===== config.mk =====
export PLATFORM = sky130hd
export DESIGN_NAME = alu_multicycle
export DESIGN_NICKNAME = d
export VERILOG_FILES = /design/src/rtl/alu_multicycle_pkg.sv /design/src/rtl/alu_multicycle_cla.sv /design/src/rtl/alu_multicycle.sv
export SDC_FILE = /design/constraint.sdc
export NUM_CORES = 1
export LEC_CHECK = 0
export CAP_MARGIN = 15
export CELL_PAD_IN_SITES_DETAIL_PLACEMENT = 0
export CELL_PAD_IN_SITES_GLOBAL_PLACEMENT = 2
export CORE_MARGIN = 5
export CORE_UTILIZATION = 34
export CTS_BUF_LIST = sky130_fd_sc_hd__clkbuf_8
export CTS_CLUSTER_DIAMETER = 80
export DETAILED_ROUTE_END_ITERATION = 10
export PLACE_DENSITY = 0.79
export SETUP_SLACK_MARGIN = 0.4
export SYNTH_ARGS = -nofsm -noshare
export SYNTH_HDL_FRONTEND = slang
export SYNTH_SLANG_ARGS = --single-unit

===== constraint.sdc =====
create_clock -name Clk -period 4.2 [get_ports Clk]
set_input_delay 0.84 -clock Clk [delete_from_list [all_inputs] [get_ports Clk]]
set_output_delay 0.84 -clock Clk [all_outputs]
set_load 0.01 [all_outputs]

===== src/rtl/alu_multicycle_pkg.sv =====
// Shared definitions for the multicycle ALU: opcode mnemonics, FSM states and
// a small opcode classification helper.
package alu_multicycle_pkg;

   localparam int OP_W = 4;

   // Encodings 12..15 are unused and decode as illegal ops.
   typedef enum logic [OP_W-1:0] {
      NOP    = 4'd0,
      CLB    = 4'd1,
      ADD    = 4'd2,
      SUB    = 4'd3,
      ORR    = 4'd4,
      AND    = 4'd5,
      XOR    = 4'd6,
      LSH    = 4'd7,
      RXOR_7 = 4'd8,
      RXOR_8 = 4'd9,
      MUL    = 4'd10,
      DIVU   = 4'd11
   } op_mne;

   typedef enum logic [1:0] {
      IDLE = 2'd0,
      CALC = 2'd1,
      DONE = 2'd2
   } alu_state_t;

   function automatic logic is_multi(input logic [OP_W-1:0] op);
      return (op == MUL) || (op == DIVU);
   endfunction

endpackage


===== src/rtl/alu_multicycle_cla.sv =====
// N-bit carry-lookahead adder: every carry is a flattened generate/propagate
// sum of products, so no carry ripples through sum logic.
module carry_lookahead_adder #(
   parameter int N = 8
) (
   input  logic [N-1:0] a,
   input  logic [N-1:0] b,
   input  logic         cin,
   output logic [N-1:0] sum,
   output logic         cout
);

   logic [N-1:0] g;
   logic [N-1:0] p;
   logic [N:0]   c;
   logic         pp;

   assign g = a & b;
   assign p = a ^ b;

   always_comb begin
      c  = '0;
      pp = 1'b0;
      c[0] = cin;
      for (int i = 0; i < N; i++) begin
         c[i+1] = g[i];
         pp     = p[i];
         for (int j = i - 1; j >= 0; j--) begin
            c[i+1] = c[i+1] | (pp & g[j]);
            pp     = pp & p[j];
         end
         c[i+1] = c[i+1] | (pp & cin);
      end
   end

   assign sum  = p ^ c[N-1:0];
   assign cout = c[N];

endmodule


===== src/rtl/alu_multicycle.sv =====
// Registered W-bit ALU with valid/ready handshake. Single-cycle ops answer the
// cycle after accept; MUL (shift-add) and DIVU (restoring) answer W+1 cycles after.
module alu_multicycle
   import alu_multicycle_pkg::*;
#(
   parameter  int W     = 8,
   localparam int CNT_W = $clog2(W + 1)
) (
   input  logic            Clk,
   input  logic            Reset_n,
   input  logic            in_valid,
   output logic            in_ready,
   input  logic [W-1:0]    A,
   input  logic [W-1:0]    B,
   input  logic [OP_W-1:0] ALU_OP,
   output logic            out_valid,
   input  logic            out_ready,
   output logic [W-1:0]    Out,
   output logic [W-1:0]    Hi,
   output logic            Zero,
   output logic            Carry,
   output logic            Neg,
   output logic            DivZ,
   output logic            Err,
   output logic [1:0]      dbg_state
);

   // Handshake: an op transfers on in_valid & in_ready; a result transfers on
   // out_valid & out_ready. out_valid holds, with Out/Hi/flags frozen, until taken.

   localparam logic [W-1:0]     W_VAL = W'(W);
   localparam logic [CNT_W-1:0] W_CNT = CNT_W'(W);

   alu_state_t     state, state_n;
   logic [W-1:0]   a_q, a_n;
   logic [W-1:0]   b_q, b_n;
   logic [W-1:0]   acc, acc_n;
   logic [W-1:0]   lo, lo_n;
   logic [CNT_W-1:0] cnt, cnt_n;
   logic           div_q, div_n;
   logic [W-1:0]   out_q, out_n;
   logic [W-1:0]   hi_q, hi_n;
   logic           zero_q, zero_n;
   logic           carry_q, carry_n;
   logic           neg_q, neg_n;
   logic           divz_q, divz_n;
   logic           err_q, err_n;

   logic           accept;
   logic [W-1:0]   add_a, add_b, add_sum;
   logic           add_cin, add_cout;
   logic [W-1:0]   s_out;
   logic           s_carry, s_err;
   logic           div_ge;

   carry_lookahead_adder #(.N(W)) u_adder (
      .a    (add_a),
      .b    (add_b),
      .cin  (add_cin),
      .sum  (add_sum),
      .cout (add_cout)
   );

   always_ff @(posedge Clk) begin
      if (!Reset_n) begin
         state   <= IDLE;
         a_q     <= '0;
         b_q     <= '0;
         acc     <= '0;
         lo      <= '0;
         cnt     <= '0;
         div_q   <= 1'b0;
         out_q   <= '0;
         hi_q    <= '0;
         zero_q  <= 1'b0;
         carry_q <= 1'b0;
         neg_q   <= 1'b0;
         divz_q  <= 1'b0;
         err_q   <= 1'b0;
      end else begin
         state   <= state_n;
         a_q     <= a_n;
         b_q     <= b_n;
         acc     <= acc_n;
         lo      <= lo_n;
         cnt     <= cnt_n;
         div_q   <= div_n;
         out_q   <= out_n;
         hi_q    <= hi_n;
         zero_q  <= zero_n;
         carry_q <= carry_n;
         neg_q   <= neg_n;
         divz_q  <= divz_n;
         err_q   <= err_n;
      end
   end

   always_comb begin
      state_n = state;
      a_n     = a_q;
      b_n     = b_q;
      acc_n   = acc;
      lo_n    = lo;
      cnt_n   = cnt;
      div_n   = div_q;
      out_n   = out_q;
      hi_n    = hi_q;
      zero_n  = zero_q;
      carry_n = carry_q;
      neg_n   = neg_q;
      divz_n  = divz_q;
      err_n   = err_q;

      in_ready = Reset_n & ((state == IDLE) | ((state == DONE) & out_ready));
      accept   = in_valid & in_ready;

      // The one adder serves the iteration while in CALC, the issuing op otherwise.
      if (state == CALC) begin
         if (div_q) begin
            add_a   = {acc[W-2:0], lo[W-1]};
            add_b   = ~b_q;
            add_cin = 1'b1;
         end else begin
            add_a   = acc;
            add_b   = lo[0] ? a_q : '0;
            add_cin = 1'b0;
         end
      end else begin
         add_a   = A;
         add_b   = (ALU_OP == SUB) ? ~B : B;
         add_cin = (ALU_OP == SUB);
      end

      s_out   = '0;
      s_carry = 1'b0;
      s_err   = 1'b0;
      case (ALU_OP)
         NOP:    s_out = A;
         CLB:    s_out = {1'b0, A[W-2:0]};
         ADD, SUB: begin
            s_out   = add_sum;
            s_carry = add_cout;
         end
         ORR:    s_out = A | B;
         AND:    s_out = A & B;
         XOR:    s_out = A ^ B;
         LSH:    s_out = (A >= W_VAL) ? '0 : (B << A[CNT_W-1:0]);
         RXOR_7: s_out = {{(W-1){1'b0}}, ^A[W-2:0]};
         RXOR_8: s_out = {{(W-1){1'b0}}, ^A};
         MUL, DIVU: s_err = 1'b0;
         default: s_err = 1'b1;
      endcase

      // Shifted partial remainder is W+1 bits; its top bit alone guarantees a fit.
      div_ge = acc[W-1] | add_cout;

      if (state == CALC) begin
         if (cnt == W_CNT) begin
            state_n = DONE;
            out_n   = lo;
            hi_n    = acc;
            zero_n  = (lo == '0);
            carry_n = 1'b0;
            neg_n   = lo[W-1];
            divz_n  = div_q & (b_q == '0);
            err_n   = 1'b0;
         end else begin
            cnt_n = cnt + 1'b1;
            if (div_q) begin
               acc_n = div_ge ? add_sum : {acc[W-2:0], lo[W-1]};
               lo_n  = {lo[W-2:0], div_ge};
            end else begin
               acc_n = {add_cout, add_sum[W-1:1]};
               lo_n  = {add_sum[0], lo[W-1:1]};
            end
         end
      end else if (accept) begin
         a_n = A;
         b_n = B;
         if (is_multi(ALU_OP)) begin
            state_n = CALC;
            cnt_n   = '0;
            acc_n   = '0;
            div_n   = (ALU_OP == DIVU);
            lo_n    = (ALU_OP == DIVU) ? A : B;
         end else begin
            state_n = DONE;
            out_n   = s_out;
            hi_n    = '0;
            zero_n  = (s_out == '0);
            carry_n = s_carry;
            neg_n   = s_out[W-1];
            divz_n  = 1'b0;
            err_n   = s_err;
         end
      end else if (state == DONE) begin
         if (out_ready) state_n = IDLE;
      end else if (state != IDLE) begin
         state_n = IDLE;
      end
   end

   assign out_valid = (state == DONE);
   assign Out       = out_q;
   assign Hi        = hi_q;
   assign Zero      = zero_q;
   assign Carry     = carry_q;
   assign Neg       = neg_q;
   assign DivZ      = divz_q;
   assign Err       = err_q;
   assign dbg_state = state;

endmodule


==> results of run 1 <==
## area by class of cell
cell class              count  area, sq um  share of cell area, %
multi-input cells         513         3390                   57.2
flip-flops and latches     59         1180                   19.9
repair buffers             95          838                   14.1
well taps                 180          225                   3.80
clock buffers              11          151                   2.55
inverters                  27          101                   1.71
clock inverters             4         42.5                  0.717
## logic make-up (layout without fill, tap and decap cells)
kind of cell	Yosys count	after routing	synth area share (%)
AO/OA/AOI/OAI	193	193	25.7
XOR/XNOR	15	15	3.06
adder cells (fa/ha/maj)	35	35	9.38
buffers and inverters	71	137	5.93
flip-flops	59	59	24.9
multiplexers	31	31	7.38
AND/OR/NAND/NOR	239	239	23.7
## power by group through the flow
stage	clock network (mW)	logic, mW	registers [mW]
after floorplan	0	0.254	0.595
after global placement	0	0.416	0.596
after detailed placement	0	0.418	0.597
after CTS	0.544	0.422	0.584
after global routing	0.568	0.491	0.585
final	0.525	0.451	0.584
## flip-flops by register name, summed over array words and instances (netlist names), 2 cells and up
register,flops
Hi,8
lo,8
Out,8
b_q,8
a_q,8
dbg_state,2
cnt,4
acc,8
## critical path, cell delays in order
cell,delay (ns)
clkdlybuf4s50_1,0.49
nor4bb_4,0.30
buf_4,0.18
xnor2_1,0.12
a21oi_1,0.09
ha_1,0.38
a21oi_2,0.16
inv_1,0.08
or4_4,0.53
a311oi_2,0.21
buf_4,0.16
and3_1,0.15
nand4_1,0.09
o31ai_1,0.23
## layer usage
layer,track usage [%],vias to the layer above
met3,3.62,31
met5,0,-
met4,7.87,0
met1,29.7,2433
met2,32.7,164
li1,-,2444
## repair_timing
| item | in CTS | in global routing |
|---|---|---|
| pin swaps | 0 | 10 |
| gates cloned | 0 | 1 |
| endpoints found under the setup margin | 3 | 17 |
| resized for setup | 2 | 24 |
| setup buffers | 0 | 2 |
## cell usage in the layout (no fill, tap or decap), drive strengths merged, types with 6 or more instances in the layout
master,Yosys,routed
a211oi,16,16
a21o,11,11
a21oi,68,68
a22oi,7,7
a311oi,14,14
a31oi,10,10
and3,10,10
buf,8,47
clkbuf,36,11
clkdlybuf4s50,0,48
dfxtp,59,59
ha,34,34
inv,26,28
mux2i,26,26
nand2,59,59
nand2b,8,8
nand3,22,22
nor2,91,91
nor2b,7,7
nor3,8,8
nor3b,6,6
o211ai,8,8
o21ai,36,36
xnor2,10,10
## how the worst max path moves through the flow
stage,from,endpoint
4_1_cts,ALU_OP[1],Zero$_SDFFE_PN0P_
6_report,ALU_OP[1],Zero$_SDFFE_PN0P_
2_1_floorplan,ALU_OP[2],acc[4]$_SDFFE_PN0P_
3_3_place_gp,ALU_OP[1],acc[4]$_SDFFE_PN0P_
5_1_grt,ALU_OP[1],Out[1]$_SDFFE_PN0P_
3_5_place_dp,ALU_OP[1],Zero$_SDFFE_PN0P_
==> metrics.md, run 1 <==
| Metric | Value |
|---|---|
| Final WL | `17600 um` |
| Antenna-violating nets left | `0` |
| Setup Crit Path Kind | `in -> reg` |
| # port buffers | `48` |
| Synthesized area | `4750 sq um` |
| Hold path start | `Out[0]$_SDFFE_PN0P_` |
| Worst Hold Margin | `0.465 ns` |
| CTS Root Cell | `clkbuf_8` |
| Cts hold-fix bufs | `0` |
| Endpoints failing setup | `0` |
| Most common cell in the netlist | `nor2_1` |
| DPL Wire Length | `roughly 13000 um` |
| Core footprint | `13800 sq um` |
| Number of cell rows | `43` |
| Critical Path RT | `4.47 ns` |
| Yosys top cell area share | `24.9%` |
| Period utilization | `roughly nine tenths` |
| Pins Over Slew Limit | `0` |
| CTS tree | `yes` |
| FF-to-FF path depth | `14` |
| Ys async rst share | `0%` |
| Comb power frac | `28.9%` |
| Clk slew on worst S/H paths | `0.07 ns` |
| TritonCTS Sinks | `59` |
| Switch Pwr | `about 490 uW` |
| R2R setup slack | `around 0.80 ns` |
| DR top layer | `met4` |
| Fin util | `between 40 and 50%` |
| Number of antenna violations at the first check in global routing | `0` |
| Status | `finished clean` |
| Drt initial violations | `379` |
| Synth warnings | `0` |
| DRC viols | `0` |
| Syn nets | `702` |
| Met1 wire length | `7990 um` |
| R2R Path End | `acc[4]$_SDFFE_PN0P_` |
| Syn_area_per_cell | `between 7 and 8 sq um` |
| Largest net degree at the start of global routing | `48` |
| Pleak | `2.36 nW` |
| Area delta synth->final | `24.9%` |
| Max FO, Critical Path | `5` |
| CTS H-tree depth | `3` |
| Placed Area | `5610 sq um` |
| Fmax | `0.267 GHz` |
| Pwr/cell area | `263 nW/um^2` |
| DR WL/cell | `19.8 um` |
| Internal power | `1.07 mW` |
| # fillers | `1447` |
| Total global routing overflow | `0` |
| Clk buf depth | `2` |
| Nets@finish | `764` |
| Initial core utilization | `between 30 and 40%` |
| Critical Path End Type | `flop` |
| Die Footprint | `16400 sq um` |
| Max_cap viols | `0` |
| Register area share after synthesis | `roughly 25%` |
| Synth unique cells | `62` |
| Hold depth | `2` |
| Tmin final | `3.75 ns` |
| Place WS | `-0.0960 ns` |
| Final WS setup | `about 0.45 ns` |
| Arrival @ worst endpoint | `approximately 4 ns` |
| Die H | `128 um` |
| Worst min-delay path class | `reg -> reg` |
| Slew @ Worst Pin | `0.776 ns` |
| Fin. Hold Viols | `0` |
| Antenna Cells | `0` |
| Hold Path End | `Out[0]$_SDFFE_PN0P_` |
| Vias in the first global route | `4711` |
| EDFF count, synth | `0` |
| Fin Setup TNS | `0 ns` |
| Overall routing resource usage | `21.2%` |
| Synthesized flop and latch total | `59` |
| Total power | `1.56 mW` |
| Most frequent cells after synthesis | `nor2_1 (91), a21oi_1 (68), dfxtp_1 (59), nand2_1 (59)` |
| Met2 wire length | `around 8000 um` |
| RSZ-0062 raised after global routing | `true` |
| DR pass1 iterations | `5` |
| First-pass GRT wire length | `between 20000 and 30000 um` |
| Fraction of layout cells with a size suffix above 1 | `12.4%` |
| Setup crit start kind | `input port` |
| Num CTS Buffers | `9` |
| Final Skew | `between 0.009 and 0.01 ns` |
| Cells after DPL | `around 870` |
| R2r startpoint | `dbg_state[1]$_SDFFE_PN0P_` |
| Top FF cell, synth | `dfxtp_1` |
| Part of the power in registers | `37.5%` |
| Net Sw Frac | `31.4%` |
| Vias/cell | `~5.7` |
| Max_slew headroom | `48.1%` |
| Top Ports | `49` |
| Final cell count without fillers | `889` |
| Gate Count Post-Synth | `643` |
| Cell taking the most area after synthesis | `dfxtp_1` |
| Vias | `~5100` |
| VDD IR-drop max | `0.000213 V` |
| Chip width | `128 um` |
| WL met3 | `between 1000 and 1500 um` |
| Clock power frac | `33.7%` |
| Area contributors post-synth | `dfxtp_1 (25%), ha_1 (9.0%), nor2_1 (7.2%), a21oi_1 (7.2%), mux2i_1 (5.5%)` |
| Final Cell Area | `5930 sq um` |
| RD Place Congestion | `roughly 0.93` |
| Skew-Pair Late Insertion Delay | `approximately 0.36 ns` |
No activity file was read; power rests on OpenSTA's default activity.
==> run 2: changes to the inputs <==
clock period = 3.5 ns   (was 4.2 ns; I/O delays follow)
==> run 2 against run 1 <==
Combinational power grew 48%. Setup slack lost 0.097 ns. Die area is the same. Critical path type unchanged. Count of clock-buffer cells in the layout is the same. Critical path depth is the same. Final area grew 12%. Non-clock buffer count grew 53. Worst hold slack gained 0.0019 ns. Highest routed layer unchanged. Sequential share of layout area shrank 2.2 points. Cell count grew 6.2%. Clock skew is essentially flat. Utilization grew 5.3 points.
==> metrics.md, run 2 (synthesis gave the netlist of run 1 again) <==
| Metric | Value |
|---|---|
| DR WL/cell | `19.3 um` |
| Final Skew | `between 0.009 and 0.01 ns` |
| Period utilization | `89.8%` |
| Vias | `5263` |
| Total global routing overflow | `0` |
| Fin. Hold Viols | `0` |
| First-pass GRT wire length | `28300 um` |
| Vias/cell | `5.58` |
| Skew-Pair Late Insertion Delay | `0.35 ns` |
| Setup crit start kind | `input port` |
| Critical Path RT | `3.77 ns` |
| Setup Crit Path Kind | `in -> reg` |
| Drt initial violations | `404` |
| DRC viols | `0` |
| Hold Path End | `Out[3]$_SDFFE_PN0P_` |
| Pleak | `2.69 nW` |
| Worst path cell trace | `buf_6 > nor4bb_4 > buf_6 > xnor2_2 > a21oi_2 > ha_4 > buf_6 > nand2_4 > nor3b_4 > or4_4 > a311oi_4 > and3_1 > nand4_1 > o31ai_1` |
| Number of antenna violations at the first check in global routing | `0` |
| Core footprint | `approximately 14000 sq um` |
| Clk slew on worst S/H paths | `~0.060 ns` |
| TritonCTS Sinks | `59` |
| RD Place Congestion | `about 0.93` |
| Hold path start | `Out[3]$_SDFFE_PN0P_` |
| CP peak stage delay | `0.55 ns` |
| Die Footprint | `16400 sq um` |
| Final WL | `18200 um` |
| RSZ-0062 raised after global routing | `true` |
| Die H | `128 um` |
| Most common cell after layout, fill and taps aside | `buf_4` |
| Chip width | `around 130 um` |
| Pins Over Slew Limit | `0` |
| Most frequent cells in the layout | `buf_4 (91), nor2_1 (90), a21oi_1 (59)` |
| Antenna-violating nets left | `0` |
| Tmin final | `between 3 and 4 ns` |
| Top Ports | `49` |
| Hold depth | `2` |
| CP dominant cell by count | `buf_6` |
| DPL Wire Length | `14100 um` |
| Fin Setup TNS | `0 ns` |
| Number of cell rows | `43` |
| Arrival @ worst endpoint | `3.41 ns` |
| Largest net degree at the start of global routing | `52` |
| R2r startpoint | `div_q$_SDFFE_PN0P_` |
| Max FO, Critical Path | `5` |
| DR pass1 iterations | `5` |
| CP delay by family, top | `simple AND/OR/NAND/NOR gates` |
| Max_cap viols | `0` |
| # port buffers | `48` |
| Initial core utilization | `34.5%` |
| CTS H-tree depth | `3` |
| Max_slew headroom | `48.0%` |
| Clk buf depth | `2` |
| CTS tree | `yes` |
| Cts hold-fix bufs | `0` |
| Worst min-delay path class | `reg -> reg` |
| Nets@finish | `818` |
| FF-to-FF path depth | `14` |
| Buf/Inv on CP | `3` |
| Vias in the first global route | `roughly 5000` |
| CTS Root Cell | `clkbuf_8` |
| Endpoints failing setup | `0` |
| Final Cell Area | `6660 sq um` |
| Pwr/cell area | `291 nW/um^2` |
| Antenna Cells | `0` |
| Area delta synth->final | `40.2%` |
| Critical Path End Type | `flop` |
| R2R setup slack | `a little under 0.4 ns` |
| Num CTS Buffers | `9` |
| Slew @ Worst Pin | `0.777 ns` |
| Overall routing resource usage | `around 22%` |
| R2R Path End | `Zero$_SDFFE_PN0P_` |
| Total power | `slightly below 2 mW` |
| Fmax | `~0.32 GHz` |
| Crit-path slowest cell | `or4_4` |
| Status | `finished clean` |
| Fraction of layout cells with a size suffix above 1 | `24.2%` |
| Placed Area | `around 6000 sq um` |
| VDD IR-drop max | `~0.00020 V` |
run 2: final cells by class:
class	instances	area, sq um
Fill cell	1406	7120
Multi-Input combinational cell	514	3670
Timing Repair Buffer	148	1290
Sequential cell	59	1180
Tap cell	180	225
Clock buffer	11	151
Inverter	27	105
Clock inverter	5	28.8
run 2: metrics by stage:
| step | setup WS (ns) | util, % | instances | hold WS [ns] |
|---|---|---|---|---|
| CTS | 0.388 | 46.0 | 932 | 0.469 |
| finish | 0.358 | 48.3 | 944 | 0.467 |
| floorplan | 0.159 | - | 643 | 0.455 |
| detailed placement | -0.466 | 43.3 | 910 | 0.459 |
| global route | 0.244 | 48.3 | 944 | 0.485 |
| global placement | -0.425 | 43.3 | 910 | 0.448 |
run 2: where the power goes:
group          switching (mW)  total (mW)  leakage (nW)  internal (mW)
sequential             0.0128       0.700         0.478          0.688
combinational           0.348       0.667          2.12          0.318
clock                   0.278       0.568        0.0925          0.290
total                   0.639        1.94          2.69           1.30
run 2: how the worst max path moves through the flow:
stage	start	endpoint	slack (ns)	depth (start not counted)
after floorplan	ALU_OP[2]	Zero$_SDFFE_PN0P_	0.16	13
after global placement	ALU_OP[1]	Zero$_SDFFE_PN0P_	-0.43	15
after detailed placement	ALU_OP[1]	Zero$_SDFFE_PN0P_	-0.47	15
after CTS	ALU_OP[3]	Zero$_SDFFE_PN0P_	0.39	13
after global routing	ALU_OP[3]	Zero$_SDFFE_PN0P_	0.24	14
final	ALU_OP[3]	Zero$_SDFFE_PN0P_	0.36	14
run 2: what timing repair did:
action | CTS | global route
gates cloned | 1 | 0
gates resized for setup | 48 | 48
pin swaps | 12 | 32
setup endpoints to repair | 19 | 19
buffers inserted | 5 | 12
run 2: metal layers:
layer	GRT usage [%]	part of all wire (%)	routed length [um]	up-vias
met3	3.00	4.1	746	21
met5	0	0	0	-
met4	6.18	1.8	332	0
met1	30.8	47	8500	2550
li1	-	-	-	2560
met2	36.0	47	8620	132
run 2: tightest hold or removal path, delay by kind of cell (launching register included):
family | cells | cell delay [ns]
flip-flops | 1 | 0.31
AND/OR/NAND/NOR | 1 | 0.05
AO/OA/AOI/OAI | 1 | 0.06
==> RTL edit 1 (config.mk and constraints of run 2) <==
Register the output `Err` once more, without a reset; this adds one clock of latency there. The other outputs are not delayed to match.
--- a/src/rtl/alu_multicycle.sv
+++ b/src/rtl/alu_multicycle.sv
@@ -207,7 +207,9 @@
    assign Carry     = carry_q;
    assign Neg       = neg_q;
    assign DivZ      = divz_q;
-   assign Err       = err_q;
+   always_ff @(posedge Clk) begin
+      Err <= err_q;
+   end
    assign dbg_state = state;
 
 endmodule
Function: changed (Yosys sat finds a counterexample within 4 cycles, from zero or initial values and one cycle with Reset_n low).
==> RTL edit 1 against run 2 <==
- hold slack worse by 0.071 ns
- synthesized area is 4.2% higher
- clock skew is 0.0019 ns higher
- sequential cell count is 1 higher
- non-clock buffer count is 9 higher
- count of clock-buffer cells in the layout stayed put
- sequential power is 3% higher
- worst setup slack worse by 0.15 ns
- power is 13% higher
- routed wire length is 4.4% higher
- critical path depth is 1 higher
- cell area is 3.4% higher
- maximum frequency is 4.7% lower
- critical endpoint unchanged
- largest power group is now combinational logic
- highest routed layer unchanged
==> RTL edit 1: results (changes against run 2) <==
Power
  – P_leak: 2.79 nW (was 2.69 nW)
  – Worst VDD drop: 0.000155 V (was 0.000200 V)

Synthesis
  – YS warnings: 0 (unchanged)
  – Net Count, Synth: 693 (was 702)
  – Sequential fraction of the synthesis area: 24.3% (was 24.9%)
  – Distinct cells, synth: 74 (was 62)
  – Area contributors post-synth: dfxtp_1, ha_1, mux2i_1, a21oi_1, nor2_1 (was dfxtp_1, ha_1, nor2_1, a21oi_1, mux2i_1)
  – Synth cell count leaders: dfxtp_1, nor2_1, nand2_1 (was nor2_1, a21oi_1, dfxtp_1, nand2_1)

Route
  – Detailed Route WL: 19.0 mm (was 18.2 mm)
  – DR iter-0 viols: 417 (was 404)
  – Via count: 5146 (was 5263)

Critical path
  – Worst Path Max Fanout: 4 (was 5)
  – Worst EP arrival: 3.57 ns (was 3.41 ns)
  – FF-to-FF Start: dbg_state[1]$_SDFFE_PN0P_ (was div_q$_SDFFE_PN0P_)

Status
  – Status: finished, final reports clean (unchanged)

Global route
  – GRT Overall Usage: 22.1% (was 22.2%)
  – Largest net degree at the start of global routing: 57 (was 52)
  – Vias in the first global route: 5001 (was 5016)
  – First-pass GRT wire length: 28.7 mm (was 28.3 mm)

Layout
  – Nets: 815 (was 818)
  – Fill cells: 1425 (was 1406)
  – N_diodes: 0 (unchanged)
  – Fraction of layout cells with a size suffix above 1: 26.0% (was 24.2%)

STA
  – Worst Clk Skew: 0.0113 ns (was 0.00941 ns)
  – Slew at the pin with the worst max-slew slack: 0.637 ns (was 0.777 ns)

Min path
  – Hold_sp: err_q$_SDFFE_PN0P_ (was Out[3]$_SDFFE_PN0P_)

Placed design
  – Dpl hpwl: 14.6 mm (was 14.1 mm)
  – Final GP Congestion: 0.943 (was 0.932)
  – Post-place setup slack: -0.642 ns (was -0.466 ns)

CTS
  – Skew-Pair Late Insertion Delay: 0.35 ns (about the same)
  – Clock transition at path regs: 0.08 ns (was 0.06 ns)
RTL edit 1: cell count changes after synthesis, sizes merged, moves of 6 or more:
| cell | delta |
|---|---|
| a21oi | -19 |
| and3 | -7 |
| buf | +10 |
| nor2b | +27 |
| a21boi | +17 |
| a211oi | -6 |
| and2 | +7 |
| clkbuf | -8 |
| o21ai | -7 |
| nor2 | -34 |
RTL edit 1: layer usage:
| metal | GRT usage [%] | share of wire [%] | vias up | routed length, um |
|---|---|---|---|---|
| met3 | 4.51 | 3.7 | 33 | 706 |
| met5 | 0 | 0 | - | 0 |
| met4 | 6.47 | 2.5 | 0 | 476 |
| li1 | - | - | 2525 | - |
| met1 | 29.3 | 45 | 2486 | 8630 |
| met2 | 36.4 | 48 | 102 | 9190 |
RTL edit 1: stage by stage:
stage | area, um2 | instances
after floorplan | 5040 | 634
after global placement | 6220 | 916
after detailed placement | 6220 | 916
after CTS | 6630 | 940
after global routing | 6890 | 945
final | 6890 | 945
RTL edit 1: kinds of logic (layout without fill, tap and decap cells):
logic type	after synthesis	count (layout)	share of synthesized area (%)
simple gates	227	227	23.1
compound gates	185	185	25.8
buf+inv	76	203	6.68
flops	60	60	24.3
fa+ha+maj	35	35	9.01
mux	33	33	7.74
xor+xnor	18	18	3.47
RTL edit 1: cell type report:
cell class / count / area (um2) / area share, %
clock buffers: 11 / 151 / 2.20
inverters: 30 / 118 / 1.71
clock inverters: 5 / 51.3 / 0.745
multi-input cells: 498 / 3780 / 54.9
flip-flops and latches: 60 / 1200 / 17.5
repair buffers: 157 / 1360 / 19.7
well taps: 184 / 230 / 3.34
RTL edit 1: worst max-delay path, cell delays in order:
cell	delay (ns)
buf_6	0.09
and4bb_4	0.38
buf_12	0.13
xnor2_2	0.06
nor2_1	0.09
a21o_1	0.12
inv_1	0.07
fa_2	0.54
nor2_1	0.05
a21oi_1	0.12
a211o_1	0.13
nand4_1	0.11
a2111o_1	0.30
or4_4	0.51
o31ai_2	0.17
RTL edit 1: final timing paths:
check             slack (ns)             endpoint  cells past startpoint
setup / recovery        0.20    Zero$_SDFFE_PN0P_                     15
hold / removal          0.40          Err$_DFF_P_                      0
setup reg to reg        0.30  acc[4]$_SDFFE_PN0P_                     13
hold reg to reg         0.40          Err$_DFF_P_                      0
RTL edit 1: power breakdown:
part	internal, mW	leakage, nW	switching, mW
Sequential	0.702	0.487	0.0159
Combinational	0.399	2.20	0.415
Clock	0.363	0.107	0.296
RTL edit 1: what timing repair did:
action / in CTS / in global routing
resized for setup: 60 / 43
endpoints found under the hold margin: 0 / 0
setup buffers: 8 / 5
pin swaps: 20 / 21
gates cloned: 0 / 0
setup endpoints to repair: 18 / 18
==> RTL edit 2 (settings of run 2) <==
Made on the original files. Change the parameter `W` from 8 to 16.
--- a/src/rtl/alu_multicycle.sv
+++ b/src/rtl/alu_multicycle.sv
@@ -3,7 +3,7 @@
 module alu_multicycle
    import alu_multicycle_pkg::*;
 #(
-   parameter  int W     = 8,
+   parameter  int W     = 16,
    localparam int CNT_W = $clog2(W + 1)
 ) (
    input  logic            Clk,
Ports: changed (resized A, B, Hi and Out); port bits go from 49 to 81. No check against the original RTL was run, so the function may have changed too.
==> RTL edit 2 against run 2 <==
- via count grew 93%
- sequential cell count is 49 higher
- die area is 78% higher
- first-iteration DRC count rose by 120%
- synthesized area grew 85%
- routed wire length up 120%
- sequential power increased by 86%
- cell area grew 93%
- final cell count rose by 92%
- worst setup slack lost 0.31 ns
- maximum frequency is 8.9% lower
- power increased by 97%
- largest cell class unchanged
- highest routed layer unchanged
==> RTL edit 2: results (changes against run 2) <==
Synthesis
  – Post-synthesis mux area share: 7.31% (was 7.38%)
  – Adder-cell share of the synthesized area: 9.19% (was 9.38%)
  – Distinct cells, synth: 73 (was 62)
  – Synth cell count leaders: nand2_1, a21oi_1, dfxtp_1 (was nor2_1, a21oi_1, dfxtp_1, nand2_1)
  – Net Count, Synth: 1323 (was 702)

Global route
  – Vias in the first global route: 9743 (was 5016)
  – Largest net degree at the start of global routing: 92 (was 52)
  – First-pass GRT wire length: 60.4 mm (was 28.3 mm)

Placed design
  – Post-place setup slack: -0.889 ns (was -0.466 ns)
  – Placement Cell Area: 0.0116 mm2 (was 0.00596 mm2)
  – Dpl hpwl: 30.4 mm (was 14.1 mm)

Critical path
  – Setup crit start: ALU_OP[2] (was ALU_OP[3])
  – Crit path max-delay family: compound AO/OA/AOI/OAI gates (was simple AND/OR/NAND/NOR gates)
  – R2R setup slack: 0.09 ns (was 0.39 ns)
  – Reg2reg path depth: 15 (was 14)

Layout
  – Fill cells: 2510 (was 1406)

Status
  – Status: finished, final reports clean (unchanged)

STA
  – Final Worst Setup Slack: 0.0516 ns (was 0.358 ns)
  – Worst Clk Skew: 0.0140 ns (was 0.00941 ns)
  – Fin Hold WS: 0.459 ns (was 0.467 ns)

CTS
  – Clock transition at path regs: 0.13 ns (was 0.06 ns)

Route
  – Drt pass-1 iters: 7 (was 5)
  – Detailed Route WL: 40.2 mm (was 18.2 mm)
  – Via count: 10.2k (was 5263)
  – DR iter-0 viols: 887 (was 404)
==> RTL edit 2: layout make-up <==
type / count / area (um2) / share of cell area (%)
Multi-Input combinational cell: 966 / 6830 / 53.2
Timing Repair Buffer: 347 / 3050 / 23.7
Clock buffer: 10 / 138 / 1.07
Tap cell: 330 / 413 / 3.22
Clock inverter: 6 / 63.8 / 0.497
Sequential cell: 108 / 2170 / 16.9
Inverter: 48 / 180 / 1.40
==> RTL edit 2: timing repair <==
action                                 4_1_cts  5_1_grt
endpoints found under the hold margin        0        0
setup buffers                               24       11
resized for setup                           94       87
setup endpoints to repair                   35       35
cloned                                       2        1
hold buffers                                 0        0
pin swaps                                   48       61
==> RTL edit 2: stage by stage <==
step	util [%]	TNS, ns	total power, mW	std cells
after floorplan	-	-1.19	2.03	1219
after detailed placement	45.9	-22.68	2.69	1761
after global routing	50.7	-0.0558	3.98	1815
after global placement	45.9	-20.83	2.69	1761
final	50.7	0	3.82	1815
after CTS	48.8	0	3.69	1803
==> RTL edit 2: layer usage <==
metal	vias to the layer above	GRT usage [%]	part of all wire, %
met5	-	0	0
met4	0	8.37	3.1
met3	65	4.02	6.1
met2	361	43.4	46
met1	4891	37.5	45
li1	4860	-	-
==> RTL edit 2: cells by family after synthesis <==
kind of cell / Yosys count
XOR/XNOR: 37
adder cells (fa/ha/maj): 64
AND/OR/NAND/NOR: 456
buffers and inverters: 146
multiplexers: 54
AO/OA/AOI/OAI: 354
flip-flops: 108
==> RTL edit 2: report_power, final <==
part,internal [mW],leakage (nW),switching [mW],total (mW)
clock network,0.299,0.0997,0.542,0.841
logic,0.813,4.24,0.866,1.68
registers,1.26,0.877,0.0334,1.30
total,2.38,5.22,1.44,3.82
